$ cat src/rtl/rgb_fade_sequencer.sv
// rtl/rgb_fade_sequencer.sv - palette fade/hold sequencer driving three registered PWM LED channels
// The duty registers step one count per tick toward the palette target, then hold before advancing.
module rgb_fade_sequencer #(
   parameter int PWM_BITS    = 8,
   parameter int STEP_CYCLES = 4096,
   parameter int HOLD_STEPS  = 256
) (
   input  logic       clk,
   input  logic       rst,
   input  logic       en,
   input  logic       skip,
   output logic       led_r,
   output logic       led_g,
   output logic       led_b,
   output logic [2:0] colour_idx,
   output logic       holding
);

   localparam int STEP_W = (STEP_CYCLES > 1) ? $clog2(STEP_CYCLES) : 1;
   localparam int HOLD_W = (HOLD_STEPS > 1) ? $clog2(HOLD_STEPS) : 1;

   typedef enum logic {FADE, HOLD} state_t;

   state_t              state, state_n;
   logic [PWM_BITS-1:0] pwm_cnt;
   logic [STEP_W-1:0]   step_cnt, step_n;
   logic [HOLD_W-1:0]   hold_cnt, hold_n;
   logic [2:0]          idx_n;
   logic [PWM_BITS-1:0] duty_r, duty_g, duty_b;
   logic [PWM_BITS-1:0] duty_r_n, duty_g_n, duty_b_n;
   logic [PWM_BITS-1:0] tgt_r, tgt_g, tgt_b;
   logic [23:0]         pal;
   logic                tick;

   always_comb begin
      case (colour_idx)
         3'd0:    pal = 24'hFF0000;
         3'd1:    pal = 24'hFF8000;
         3'd2:    pal = 24'hFFFF00;
         3'd3:    pal = 24'h00FF00;
         3'd4:    pal = 24'h00FFFF;
         3'd5:    pal = 24'h0000FF;
         3'd6:    pal = 24'h8000FF;
         default: pal = 24'hFFFFFF;
      endcase
   end

   // Palette entries are 8-bit, left-aligned into the wider duty range.
   assign tgt_r = PWM_BITS'(pal[23:16]) << (PWM_BITS - 8);
   assign tgt_g = PWM_BITS'(pal[15:8])  << (PWM_BITS - 8);
   assign tgt_b = PWM_BITS'(pal[7:0])   << (PWM_BITS - 8);

   function automatic logic [PWM_BITS-1:0] approach(input logic [PWM_BITS-1:0] cur,
                                                    input logic [PWM_BITS-1:0] tgt);
      if (cur < tgt)
         return cur + PWM_BITS'(1);
      else if (cur > tgt)
         return cur - PWM_BITS'(1);
      else
         return cur;
   endfunction

   assign tick = en && (step_cnt == STEP_W'(STEP_CYCLES - 1));

   always_comb begin
      state_n  = state;
      step_n   = step_cnt;
      hold_n   = hold_cnt;
      idx_n    = colour_idx;
      duty_r_n = duty_r;
      duty_g_n = duty_g;
      duty_b_n = duty_b;
      if (en)
         step_n = tick ? '0 : step_cnt + STEP_W'(1);
      // A skip restarts the fade from whatever duties are current and swallows a same-cycle tick.
      if (skip) begin
         idx_n   = colour_idx + 3'd1;
         state_n = FADE;
         hold_n  = '0;
         step_n  = '0;
      end else if (tick) begin
         case (state)
            FADE: begin
               if (duty_r == tgt_r && duty_g == tgt_g && duty_b == tgt_b) begin
                  state_n = HOLD;
                  hold_n  = '0;
               end else begin
                  duty_r_n = approach(duty_r, tgt_r);
                  duty_g_n = approach(duty_g, tgt_g);
                  duty_b_n = approach(duty_b, tgt_b);
               end
            end
            default: begin
               if (hold_cnt == HOLD_W'(HOLD_STEPS - 1)) begin
                  idx_n   = colour_idx + 3'd1;
                  state_n = FADE;
               end else begin
                  hold_n = hold_cnt + HOLD_W'(1);
               end
            end
         endcase
      end
   end

   always_ff @(posedge clk) begin
      if (rst) begin
         state      <= FADE;
         pwm_cnt    <= '0;
         step_cnt   <= '0;
         hold_cnt   <= '0;
         colour_idx <= 3'd0;
         duty_r     <= '0;
         duty_g     <= '0;
         duty_b     <= '0;
         led_r      <= 1'b0;
         led_g      <= 1'b0;
         led_b      <= 1'b0;
      end else begin
         state      <= state_n;
         pwm_cnt    <= pwm_cnt + PWM_BITS'(1);
         step_cnt   <= step_n;
         hold_cnt   <= hold_n;
         colour_idx <= idx_n;
         duty_r     <= duty_r_n;
         duty_g     <= duty_g_n;
         duty_b     <= duty_b_n;
         led_r      <= duty_r > pwm_cnt;
         led_g      <= duty_g > pwm_cnt;
         led_b      <= duty_b > pwm_cnt;
      end
   end

   assign holding = (state == HOLD);

endmodule
$ cat config.mk
export PLATFORM = sky130hd
export DESIGN_NAME = rgb_fade_sequencer
export DESIGN_NICKNAME = d
export VERILOG_FILES = /design/src/rtl/rgb_fade_sequencer.sv
export SDC_FILE = /design/constraint.sdc
export NUM_CORES = 1
export LEC_CHECK = 0
export BUFFER_PORTS_ARGS = -buffer_cell sky130_fd_sc_hd__buf_2
export CAP_MARGIN = 10
export CORE_ASPECT_RATIO = 0.9
export CORE_UTILIZATION = 28
export CTS_BUF_LIST = sky130_fd_sc_hd__clkbuf_8
export DETAILED_ROUTE_END_ITERATION = 8
export MAX_ROUTING_LAYER = met4
export RECOVER_POWER = 100
export SYNTH_ARGS = -nofsm -noshare
export SYNTH_HDL_FRONTEND = slang
export SYNTH_SLANG_ARGS = --single-unit
$ cat constraint.sdc
create_clock -name clk -period 6.25 [get_ports clk]
set_input_delay 0.9375 -clock clk [delete_from_list [all_inputs] [get_ports clk]]
set_output_delay 0.9375 -clock clk [all_outputs]
set_load 0.05 [all_outputs]
* Word-level counts from Yosys, hierarchy flattened
Index checks and enable logic that the tools add are counted.
** Storage, ports and cells
- Memories kept :: 0
- Register bits after elaboration :: 59
- Bits in latches :: 0
- Memory bits (writable) :: 0
- Bits in read-only memories :: 0
- Output and inout bits :: 7
** Operators by class
- Multiply operators :: 0
- Shift-type cells :: 0
- Add/subtract/negate cells :: 10
- Divide/modulo/power cells :: 0
- Bitwise logic cells :: 3
- Reduce and logical (&&, ||, !) cells :: 17
- Muxes and demuxes :: 18
- Equality and inequality tests :: 12
- $lt $le $gt $ge :: 9
** Operators by type and width (number)
- one-hot mux 24 bit (7 select lines) :: 1
- 2-to-1 mux 8 bit :: 9
- greater-than comparator 8 bit :: 6
- adder 8 x 1 -> 8 bit, second input constant :: 5
- equality test 8 bit :: 3
- less-than comparator 8 bit :: 3
- subtractor 8 x 1 -> 8 bit, second input constant :: 3
- AND reduction 5 bit :: 3
- nonzero test 2 bit :: 7
- adder 12 x 1 -> 12 bit, second input constant :: 1
- equality test 12 bit, second input constant :: 1
- 2-to-1 mux 12 bit :: 1
- 2-to-1 mux 3 bit :: 4
- equality test 3 bit, second input constant :: 3
- equality test 8 bit, second input constant :: 1
- equality test 3 x 2 -> 1 bit, second input constant :: 2
- AND reduction 3 bit :: 2
- adder 3 x 1 -> 3 bit, second input constant :: 1
- equality test 3 x 1 -> 1 bit, second input constant :: 1
- logical AND 1 bit :: 3
- logical NOT 3 bit :: 1
- 2-to-1 mux 1 bit :: 3
- NOT 1 bit :: 3
- != test 2 bit, second input constant :: 1
- OR reduction 2 bit :: 1

* Depth between registers and ports, before layout
Gate-level depths: netlist (run 1).
- Word-level depth :: 7
- Depth in mapped cells :: 19
- Mapped depth without buffers :: 19

* Least setup slack after synthesis (run 1)
No wires, ideal clock.
- Path kind :: register -> register
- Start point :: register colour_idx[0]
- End point :: register duty_b[7]
- Stages on the path, launching flop included :: 19
- Path buffers :: 0
- Data arrival time :: 4458 ps
- Setup time :: 121 ps
- Path slack :: 1671 ps
- Cell sequence :: dfxtp_1 inv_1 ha_1 nor3_1 a21oi_1 a31oi_1 inv_1 ha_1 nor2b_1 o211ai_1 a21oi_1 or2_2 ha_1 nand3_1 o211ai_1 o41ai_1 or3_1 a211oi_2 mux2_2
** Between the ends
- Word-level cells in the longest chain between the ends :: 7
- Elaborated cells between the ends (all ways) :: 19
- Classes of those cells :: order compare: 2; eq/ne: 9; mux: 2; bitwise: 1; reduce/logical: 5
** Ends and longest elaborated chain
- start: declaration :: RTL line 15 : output logic [2:0] colour_idx,
- start signal: assignment :: RTL line 123 : colour_idx <= idx_n;
- equality test 3 bit, or another cell as far along :: RTL line 36 : case (colour_idx)
- one-hot mux 24 bit (7 select lines) * :: RTL line 36
- parallel branches: the longest is 5 deep, another holds less-than comparator 8 bit
- end signal: assignment :: RTL line 126 : duty_b <= duty_b_n;
- end: declaration :: RTL line 29 : logic [PWM_BITS-1:0] duty_r, duty_g, duty_b;
Every way passes the cells marked *.
A chain may end at the register's enable or synchronous reset.

* Worst setup path in the final report (run 1)
- Start point :: register colour_idx[1]
- End point :: register duty_g[7]
** Between the ends
- Word-level cells in the longest chain between the ends :: 7
- Elaborated cells between the ends (all ways) :: 19
- Classes of those cells :: order compare: 2; eq/ne: 9; mux: 2; bitwise: 1; reduce/logical: 5
** Ends and longest elaborated chain
- equality test 3 bit, or another cell as far along :: RTL line 36
- one-hot mux 24 bit (7 select lines) * :: RTL line 36
- parallel branches: the longest is 5 deep, another holds less-than comparator 8 bit
- end signal: assignment :: RTL line 125 : duty_g <= duty_g_n;
- end: declaration :: RTL line 29
Marks and branches as above.

==> run_results.csv, run 1 <==
group,metric,value,unit
run,maxCapViolCount,1,
sta,finClkSkew,0.00902,ns
floorplan,die-width,135,um
critical_path,path_cells,"inv_1, ha_1, nand2b_1, o31a_1, nor3_1, nand2b_1, inv_1, ha_1, nor2b_1, o211ai_1, a21oi_1, or2_0, ha_1, a21oi_1, o211ai_1, o41ai_1, o21ai_0, a211oi_2, mux2_2",
critical_path,endpoint_kind,"flip-flop",
sta,min_period_over_period,0.757,
floorplan,core,0.0155,sq mm
routing,wl_per_cell,13.5,um
final_layout,fin_nets,626,
clocking,cts-root-buf,"clkbuf_8",
grt,grt_overflow,0,
sta,final.min_clock_period,4.73,ns
synth,avgSynthCellArea,8.33,sq um
power,leakagePower,1.99,nW
critical_path,worstPathArrival,4.97,ns
routing,drc_errors,0,
power,ir_worst_vdd,0.0990,mV
placed_design,hpwl,7770,um
final_layout,diodes,0,
power,p_per_area,183,mW/mm^2
clocking,h-tree-depth,3,
final_layout,layout-drive-gt1-share,0.0437,
grt,grt_pass1_vias,3624,
critical_path,start_kind,"flip-flop",
sta,holdWs,0.488,ns
clocking,clockBufferDepth,2,
placed_design,port_buffers,10,
floorplan,row_count,43,
routing,first_pass_iters,4,
clocking,hold_buffers,0,
final_layout,nFillCells,1608,
floorplan,die_h,122,um
synth,ys_seq_elements,59,
clocking,clkLatencyLatePin,0.35,ns
placed_design,place_ws,1.63,ns
sta,tightest_slew,1.93,ns
routing,viasPerCell,5.14,
synth,yosysWarnings,0,
routing,num_vias,3860,
clocking,cts_tree,"built",
power,power,898,uW
sta,slew_violations,43,
clocking,cts_resized,0,
clocking,clock_sink_count,59,
synth,yosysSeqAreaShare,0.265,
grt,grt_max_degree,43,
clocking,clk_transition_reported_paths,0.06,ns
floorplan,die_area,0.0164,sq mm
sta,setup_viol,0,
synth,synth_nets,616,
sta,tns,0,ns
synth,synth_flop_cell,"dfxtp_1",
floorplan,pin_count,11,
critical_path,path_class,"flip-flop to flip-flop",
clocking,numCtsBuffers,9,
final_layout,areaGrowthSynthToFinish,10.2,%
routing,drtIter0Drc,283,
sta,slew_headroom,-0.289,
critical_path,worst-path-max-fanout,7,
critical_path,max_stage_delay,0.46,ns
critical_path,path_common_cell,"ha_1",
synth,synth_area,0.00446,sq mm
placed_design,placedCellCount,736,
placed_design,gp_routability_congestion,0.827,
critical_path,cp_data_required_time,6.49,ns
synth,netlist-cell-type-count,46,
synth,async_flop_share,0,
critical_path,crit_slowest_cell,"or2_0",
status,outcome,"complete, but fails checks",
routing,ant_nets,0,
sta,hold_viol_final,0,
status,violations,"max-capacitance violations, max-slew violations",
grt,grtUsageTotal,0.133,
worst_hold_path,hold_class,"flip-flop to flip-flop",
final_layout,fin_cells,751,
routing,wirelength,10200,um
grt,antenna_found_initial,0,
sta,max_freq,0.211,GHz
synth,syn_inst,535,
floorplan,initial_utilization,0.288,
sta,rsz0062_at_grt,"no",
sta,layout_setup_ws,1.52,ns
clocking,cts_setup_buffers,0,
grt,grt_pass1_wl,17000,um
synth,synth_edf_count,0,
synth_stat cells, types with 3 or more instances:
| cell | count | area [sq um] |
|---|---|---|
| ha_1 | 74 | 926 |
| dfxtp_1 | 59 | 1180 |
| a21oi_1 | 54 | 270 |
| nor2_1 | 45 | 169 |
| nand3_1 | 42 | 210 |
| o21ai_0 | 31 | 155 |
| inv_1 | 30 | 113 |
| xnor2_1 | 23 | 201 |
| nand4_1 | 17 | 106 |
| a21o_1 | 15 | 113 |
| nand2_1 | 13 | 48.8 |
| nor2b_1 | 12 | 75.1 |
| nor3_1 | 11 | 55.1 |
| clkbuf_1 | 10 | 37.5 |
| xor2_1 | 9 | 78.8 |
| nand2b_1 | 8 | 50.1 |
| o211ai_1 | 8 | 60.1 |
| nand3b_1 | 5 | 37.5 |
| o21bai_1 | 5 | 37.5 |
| or2_2 | 5 | 31.3 |
| o21a_1 | 4 | 30.0 |
| o31ai_1 | 4 | 30.0 |
| or3_1 | 4 | 25.0 |
| or4_1 | 4 | 30.0 |
| a311oi_1 | 3 | 26.3 |
| and3_1 | 3 | 18.8 |
| fa_1 | 3 | 60.1 |
| mux2_2 | 3 | 33.8 |
| nor3b_1 | 3 | 22.5 |
| o21ai_1 | 3 | 15.0 |
| o41ai_1 | 3 | 26.3 |
worst max-delay path, delay by kind of cell, from the launching register on:
| kind | cells | cell delay (ns) |
|---|---|---|
| mux | 1 | 0.35 |
| compound gates | 8 | 1.59 |
| buf+inv | 2 | 0.23 |
| fa+ha+maj | 3 | 0.85 |
| flops | 1 | 0.43 |
| simple gates | 5 | 1.15 |
state kept, by name, indices dropped and copies added (netlist names):
signal      flops
led_b           1
hold_cnt        8
duty_g          8
step_cnt       12
holding         1
duty_r          8
led_r           1
led_g           1
colour_idx      3
pwm_cnt         8
duty_b          8
cell usage in the layout (no fill, tap or decap), drive strengths merged, types with 2 or more instances in the layout:
cell type and count:
or3 4, nand3b 5, xor2 9, nor4 3, or2 5, o31ai 4
a21o 15, nor3b 3, o21a 4, fa 3, and4 2, or4 4
mux2i 2, o21ai 34, a211oi 2, o211ai 8, nand3 42, nor2b 12
ha 74, buf 4, a21oi 54, o21bai 5, a221oi 2, nand2 13
dfxtp 59, nand2b 8, nor2 45, xnor2 23, inv 32, nand4 17
a311oi 3, o41ai 3, clkbuf 19, and3 3, mux2 3, a31oi 2
nor3 11
per-layer routing:
metal  share of wire  global-route usage  routed length, um  vias up
li1                -                   -                  -     1984
met4           0.011              0.0344                114        0
met1            0.52               0.174               5250     1827
met3           0.028              0.0275                283        8
met2            0.44               0.207               4520       41
met5               0                   -                  0        -
layout make-up:
cell class / instances / area [sq um] / share of cell area
Sequential cell: 59 / 1180 / 0.240
Inverter: 30 / 113 / 0.0229
Clock buffer: 11 / 151 / 0.0308
Clock inverter: 4 / 42.5 / 0.00866
Timing Repair Buffer: 12 / 52.6 / 0.0107
Multi-Input combinational cell: 433 / 3120 / 0.635
Tap cell: 202 / 253 / 0.0514
cell families (layout without fill, tap and decap cells):
family / Yosys count / in the layout / synth area share
xor gates and xnor gates: 32 / 32 / 0.0629
muxes: 5 / 5 / 0.0121
buffers and inverters: 43 / 57 / 0.0368
and+or+nand+nor: 180 / 180 / 0.213
AOI/OAI and AO/OA: 139 / 139 / 0.189
DFF: 59 / 59 / 0.265
adders and majority gates: 77 / 77 / 0.221
path summary, 6_finish.rpt:
| kind | startpoint | to | slack, ns | depth (start not counted) |
|---|---|---|---|---|
| worst max register to register | colour_idx[1] | duty_g[7] | 1.52 | 19 |
| worst min register to register | hold_cnt[6] | hold_cnt[6] | 0.49 | 2 |
| worst max-delay path | colour_idx[1] | duty_g[7] | 1.52 | 19 |
| worst min-delay path | hold_cnt[6] | hold_cnt[6] | 0.49 | 2 |
power by group:
part / switching [mW] / internal, mW / leakage (nW)
clock: 0.146 / 0.200 / 0.108
combinational: 0.103 / 0.0620 / 1.40
sequential: 0.00532 / 0.381 / 0.477
total: 0.255 / 0.643 / 1.99
per-stage QoR:
stage / util / cell area, sq um
floorplan: - / 4460
global placement: 0.305 / 4730
detailed placement: 0.305 / 4730
CTS: 0.318 / 4930
global route: 0.317 / 4910
finish: 0.317 / 4910
Power figures use the tool's default switching activity.
==> inputs of run 2 (changes only) <==
Clock period 6.25 ns to 4.1 ns, I/O delays scaled along.
==> run 2 against run 1 <==
Against the previous run:
- the flow finishes with violations (negative setup slack)
- critical path depth is the same
- non-clock buffer count up 46
- via count grew 5.0%
- largest power group is now the clock network
- highest routed layer unchanged
==> run_results.csv, run 2 (synthesis results as in run 1) <==
group,metric,value,unit
floorplan,row_count,43,
placed_design,gp_routability_congestion,0.875,
floorplan,core,0.0155,sq mm
sta,setup_viol,2,
sta,rsz0062_at_grt,"yes",
grt,grt_pass1_vias,3929,
final_layout,layout-drive-gt1-share,0.166,
routing,drtIter0Drc,196,
clocking,clkLatencyLatePin,0.36,ns
worst_hold_path,min_from,"hold_cnt[6]",
critical_path,start_kind,"flip-flop",
routing,drc_errors,0,
worst_hold_path,hold_class,"flip-flop to flip-flop",
final_layout,top_register,"step_cnt",
worst_hold_path,hold_depth,2,
clocking,clockBufferDepth,2,
sta,slew_violations,0,
routing,ant_nets,0,
grt,antenna_found_initial,0,
clocking,h-tree-depth,3,
run,maxCapViolCount,0,
final_layout,final_cell_mix,"ha_1 (68), dfxtp_1 (57), a21oi_1 (50), buf_4 (47), nor2_1 (45)",
status,violations,"negative setup slack",
grt,met3_usage,0.0354,
power,p_sw_frac,0.267,
routing,wl_per_cell,13.7,um
sta,tightest_slew,1.11,ns
placed_design,place_ws,-0.203,ns
power,p_comb_frac,0.201,
final_layout,diodes,0,
floorplan,die_h,122,um
grt,grt_max_degree,24,
routing,wirelength,10900,um
critical_path,cp_data_required_time,4.35,ns
power,leakagePower,2.28,nW
critical_path,cp-startpoint,"colour_idx[0]",
sta,max_freq,0.239,GHz
floorplan,die_area,0.0164,sq mm
final_layout,fin_nets,672,
routing,viasPerCell,5.08,
placed_design,hpwl,8320,um
placed_design,port_buffers,10,
clocking,numCtsBuffers,9,
power,switchingPower,429,uW
grt,gr-usage-met2,0.238,
grt,grt_overflow,0,
final_layout,largest_register_ffs,12,
grt,grt_pass1_wl,18700,um
power,clockPowerShare,0.433,
final_layout,nFillCells,1566,
grt,grt.busiest_layer,"met2",
final_layout,layout_commonest_cell,"ha_1",
routing,first_pass_iters,5,
power,power,1.61,mW
clocking,cts_tree,"built",
clocking,clk_transition_reported_paths,0.07,ns
clocking,cts-root-buf,"clkbuf_8",
power,pwr-share-seq,0.366,
sta,min_period_over_period,1.02,
sta,final.min_clock_period,4.19,ns
final_layout,areaGrowthSynthToFinish,22.5,%
floorplan,die-width,135,um
critical_path,endpoint_kind,"flip-flop",
grt,grtUsageTotal,0.148,
critical_path,worst-path-max-fanout,6,
critical_path,worstPathArrival,4.44,ns
power,ir_worst_vdd,0.154,mV
grt,grtUsageMet1,0.182,
power,p_per_area,295,mW/mm^2
sta,slew_headroom,0.261,
routing,num_vias,4053,
critical_path,path_class,"flip-flop to flip-flop",
sta,finClkSkew,0.00722,ns
power,internal_power,1.18,mW
floorplan,pin_count,11,
critical_path,r2r_start,"colour_idx[0]",
critical_path,reg2reg_depth,19,
clocking,clock_sink_count,59,
status,outcome,"complete, but fails checks",
sta,layout_setup_ws,-0.0905,ns
floorplan,initial_utilization,0.288,
sta,hold_viol_final,0,
## run 2: stage by stage
stage | utilization | hold WS, ns | instance area [sq um] | cells | setup TNS [ns]
after floorplan | - | 0.452 | 4500 | 535 | 0
after global placement | 0.329 | 0.468 | 5100 | 779 | -0.125
after detailed placement | 0.329 | 0.472 | 5100 | 779 | -0.428
after CTS | 0.350 | 0.488 | 5430 | 796 | -0.0566
after global routing | 0.352 | 0.518 | 5460 | 798 | -0.801
final | 0.352 | 0.485 | 5460 | 798 | -0.0999
## run 2: cell type report
type,instances,area [sq um],area share
Multi-Input combinational cell,433,3250,0.595
Sequential cell,59,1190,0.218
Timing Repair Buffer,58,398,0.0729
Tap cell,202,253,0.0463
Clock buffer,12,165,0.0303
Inverter,30,113,0.0206
Clock inverter,4,95.1,0.0174
## run 2: final timing paths
| kind | to | slack (ns) |
|---|---|---|
| max | duty_g[7] | -0.09 |
| min | hold_cnt[6] | 0.48 |
| max reg2reg | duty_g[7] | -0.09 |
| min reg2reg | hold_cnt[6] | 0.48 |
## run 2: routing by layer
| layer | part of all wire | vias up |
|---|---|---|
| met2 | 0.46 | 60 |
| met3 | 0.036 | 18 |
| met4 | 0.016 | 0 |
| met5 | 0 | - |
| li1 | - | 2078 |
| met1 | 0.49 | 1897 |
## run 2: power by group through the flow
stage	clock, mW	combinational, mW	sequential, mW
floorplan	0	0.191	0.618
global placement	0	0.291	0.601
detailed placement	0	0.308	0.602
CTS	0.714	0.320	0.589
global route	0.744	0.361	0.590
finish	0.696	0.323	0.589
## run 2: repair_timing
action / in CTS / in global routing
hold buffers: 0 / 0
endpoints found under the setup margin: 3 / 4
hold endpoints to repair: 0 / 0
resized for setup: 14 / 6
buffers inserted: 1 / 2
pin swaps: 4 / 4
## run 2: critical path, stage by stage (launching register included)
cell      delay [ns]
dfxtp_4         0.37
inv_1           0.10
ha_2            0.23
o31a_1          0.29
nor3_2          0.14
nand2b_4        0.17
inv_2           0.07
ha_1            0.31
a21oi_1         0.17
nand2_1         0.07
a21o_1          0.18
or2_4           0.27
buf_4           0.15
ha_1            0.33
nor2_1          0.06
o21bai_1        0.17
o41ai_2         0.11
or3_1           0.34
a211oi_2        0.21
mux2_2          0.35
==> inputs of run 3 (changes only) <==
Settings changed: REMOVE_ABC_BUFFERS set to 1.
==> run 3 against run 2 <==
Against the previous run:
- the flow now finishes without violations
- clock skew barely moved
- register-to-register slack better by 0.18 ns
- via count grew 3.3%
- fmax rose by 4.5%
- clock power shrank 27%
- die area is the same
- utilization grew 3.6 points
- cell count increased by 3.4%
- first-iteration DRC count fell by 19%
- highest routed layer unchanged
==> run_results.csv, run 3 (synthesis results as in run 1) <==
group,metric,value,unit
critical_path,endpoint_kind,"flip-flop",
floorplan,die_area,0.0164,sq mm
final_layout,layout-drive-gt1-share,0.262,
critical_path,path_class,"flip-flop to flip-flop",
sta,holdWs,0.492,ns
floorplan,row_count,43,
final_layout,multiInputGateArea,0.00365,sq mm
critical_path,cp_data_required_time,4.36,ns
final_layout,diodes,0,
clocking,numCtsBuffers,9,
sta,hold_viol_final,0,
clocking,cts-root-buf,"clkbuf_8",
floorplan,die-width,135,um
worst_hold_path,hold_class,"flip-flop to flip-flop",
grt,grtUsageMet1,0.183,
grt,grtUsageTotal,0.151,
grt,grt.busiest_layer,"met2",
worst_hold_path,hold_depth,2,
sta,slew_violations,0,
clocking,h-tree-depth,3,
critical_path,regToRegEndpoint,"duty_b[7]",
critical_path,reg2reg_depth,19,
final_layout,nFillCells,1512,
power,leakagePower,2.37,nW
grt,grt_max_degree,26,
power,power,1.53,mW
grt,grt_pass1_vias,4051,
critical_path,worstPathArrival,4.27,ns
sta,final.min_clock_period,4.01,ns
power,ir_worst_vdd,0.125,mV
final_layout,largest_register_ffs,12,
floorplan,initial_utilization,0.288,
sta,finClkSkew,0.00694,ns
sta,min_period_over_period,0.978,
clocking,cts_tree,"built",
worst_hold_path,whs_endpoint,"hold_cnt[6]",
power,p_per_area,255,mW/mm^2
placed_design,place_ws,-0.469,ns
grt,met3_usage,0.0208,
placed_design,port_buffers,10,
placed_design,place_area,0.00514,sq mm
final_layout,final_cell_mix,"buf_4 (70), dfxtp_1 (57), nor2_1 (45), ha_1 (44), a21oi_1 (43)",
clocking,clock_sink_count,59,
grt,grt_pass1_wl,19100,um
critical_path,worst-path-max-fanout,6,
sta,layout_setup_ws,0.0887,ns
critical_path,r2r_setup_slack,0.09,ns
final_layout,top_register,"step_cnt",
grt,grt_overflow,0,
final_layout,fin_nets,700,
routing,first_pass_iters,4,
final_layout,layout_commonest_cell,"buf_4",
routing,wl_per_cell,14.3,um
clocking,clockBufferDepth,2,
placed_design,gp_routability_congestion,0.834,
floorplan,pin_count,11,
final_layout,final_cell_area,0.00602,sq mm
critical_path,start_kind,"flip-flop",
routing,drtIter0Drc,159,
routing,viasPerCell,5.07,
grt,gr-usage-met2,0.252,
routing,wirelength,11800,um
critical_path,r2r_start,"colour_idx[1]",
final_layout,seq_area,0.00119,sq mm
floorplan,die_h,122,um
sta,setup_viol,0,
grt,antenna_found_initial,0,
sta,tightest_slew,1.16,ns
clocking,clk_transition_reported_paths,0.07,ns
sta,slew_headroom,0.228,
sta,max_freq,0.249,GHz
placed_design,hpwl,8380,um
routing,num_vias,4185,
floorplan,core,0.0155,sq mm
sta,rsz0062_at_grt,"yes",
final_layout,areaGrowthSynthToFinish,35.1,%
routing,ant_nets,0,
worst_hold_path,min_from,"hold_cnt[6]",
run,maxCapViolCount,0,
routing,drc_errors,0,
clocking,clkLatencyLatePin,0.37,ns
status,outcome,"finished clean",
## run 3: cell count changes in the layout (fill, tap and decap cells not counted), sizes merged
cell,before,now
buf,50,77
clkbuf,20,21
clkinv,1,2
bufinv,3,0
inv,30,31
## run 3: where the power goes
part | internal (mW) | switching [mW] | total, mW
Sequential | 0.581 | 0.00870 | 0.590
Combinational | 0.216 | 0.220 | 0.436
Clock | 0.261 | 0.246 | 0.507
## run 3: cell type report
class	instances	area share
Clock buffer	12	0.0274
Clock inverter	3	0.00229
Inverter	30	0.0212
Multi-Input combinational cell	433	0.606
Sequential cell	59	0.197
Tap cell	202	0.0420
Timing Repair Buffer	86	0.104
## run 3: metrics by stage
stage	instances	util	TNS, ns
detailed placement	791	0.332	-1.36
global route	825	0.388	-0.286
global placement	791	0.332	-0.668
floorplan	522	-	-1.43
CTS	818	0.363	-0.0351
finish	825	0.388	0
## run 3: worst max-delay path: stages (launching register included)
cell and delay [ns]:
dfxtp_4 0.39, inv_6 0.05, ha_4 0.17, nor3_4 0.23, a21oi_2 0.12, a31oi_4 0.20, inv_4 0.08, ha_4 0.24
nor2b_1 0.12, o211ai_1 0.20, a21oi_2 0.09, or2_4 0.33, buf_6 0.15, ha_4 0.26, inv_1 0.05, o21bai_1 0.17
o41ai_2 0.11, or3_1 0.38, a211oi_2 0.26, mux2_4 0.32
## run 3: how the worst max path moves through the flow
stage | from | to | slack, ns
global placement | colour_idx[0] | duty_r[7] | -0.25
global route | colour_idx[1] | duty_b[7] | -0.15
detailed placement | colour_idx[0] | duty_g[7] | -0.47
finish | colour_idx[1] | duty_b[7] | 0.09
CTS | colour_idx[0] | duty_g[7] | -0.04
floorplan | colour_idx[0] | duty_b[7] | -0.50
## run 3: metal layers
| layer | vias up | part of all wire |
|---|---|---|
| li1 | 2131 | - |
| met1 | 1999 | 0.47 |
| met2 | 38 | 0.49 |
| met3 | 17 | 0.019 |
| met4 | 0 | 0.021 |
| met5 | - | 0 |
## run 3: timing repair
action / 4_1_cts / 5_1_grt
gates resized for setup: 36 / 54
hold buffers: 0 / 0
pin swaps: 15 / 41
setup endpoints to repair: 10 / 12
buffers inserted: 12 / 9
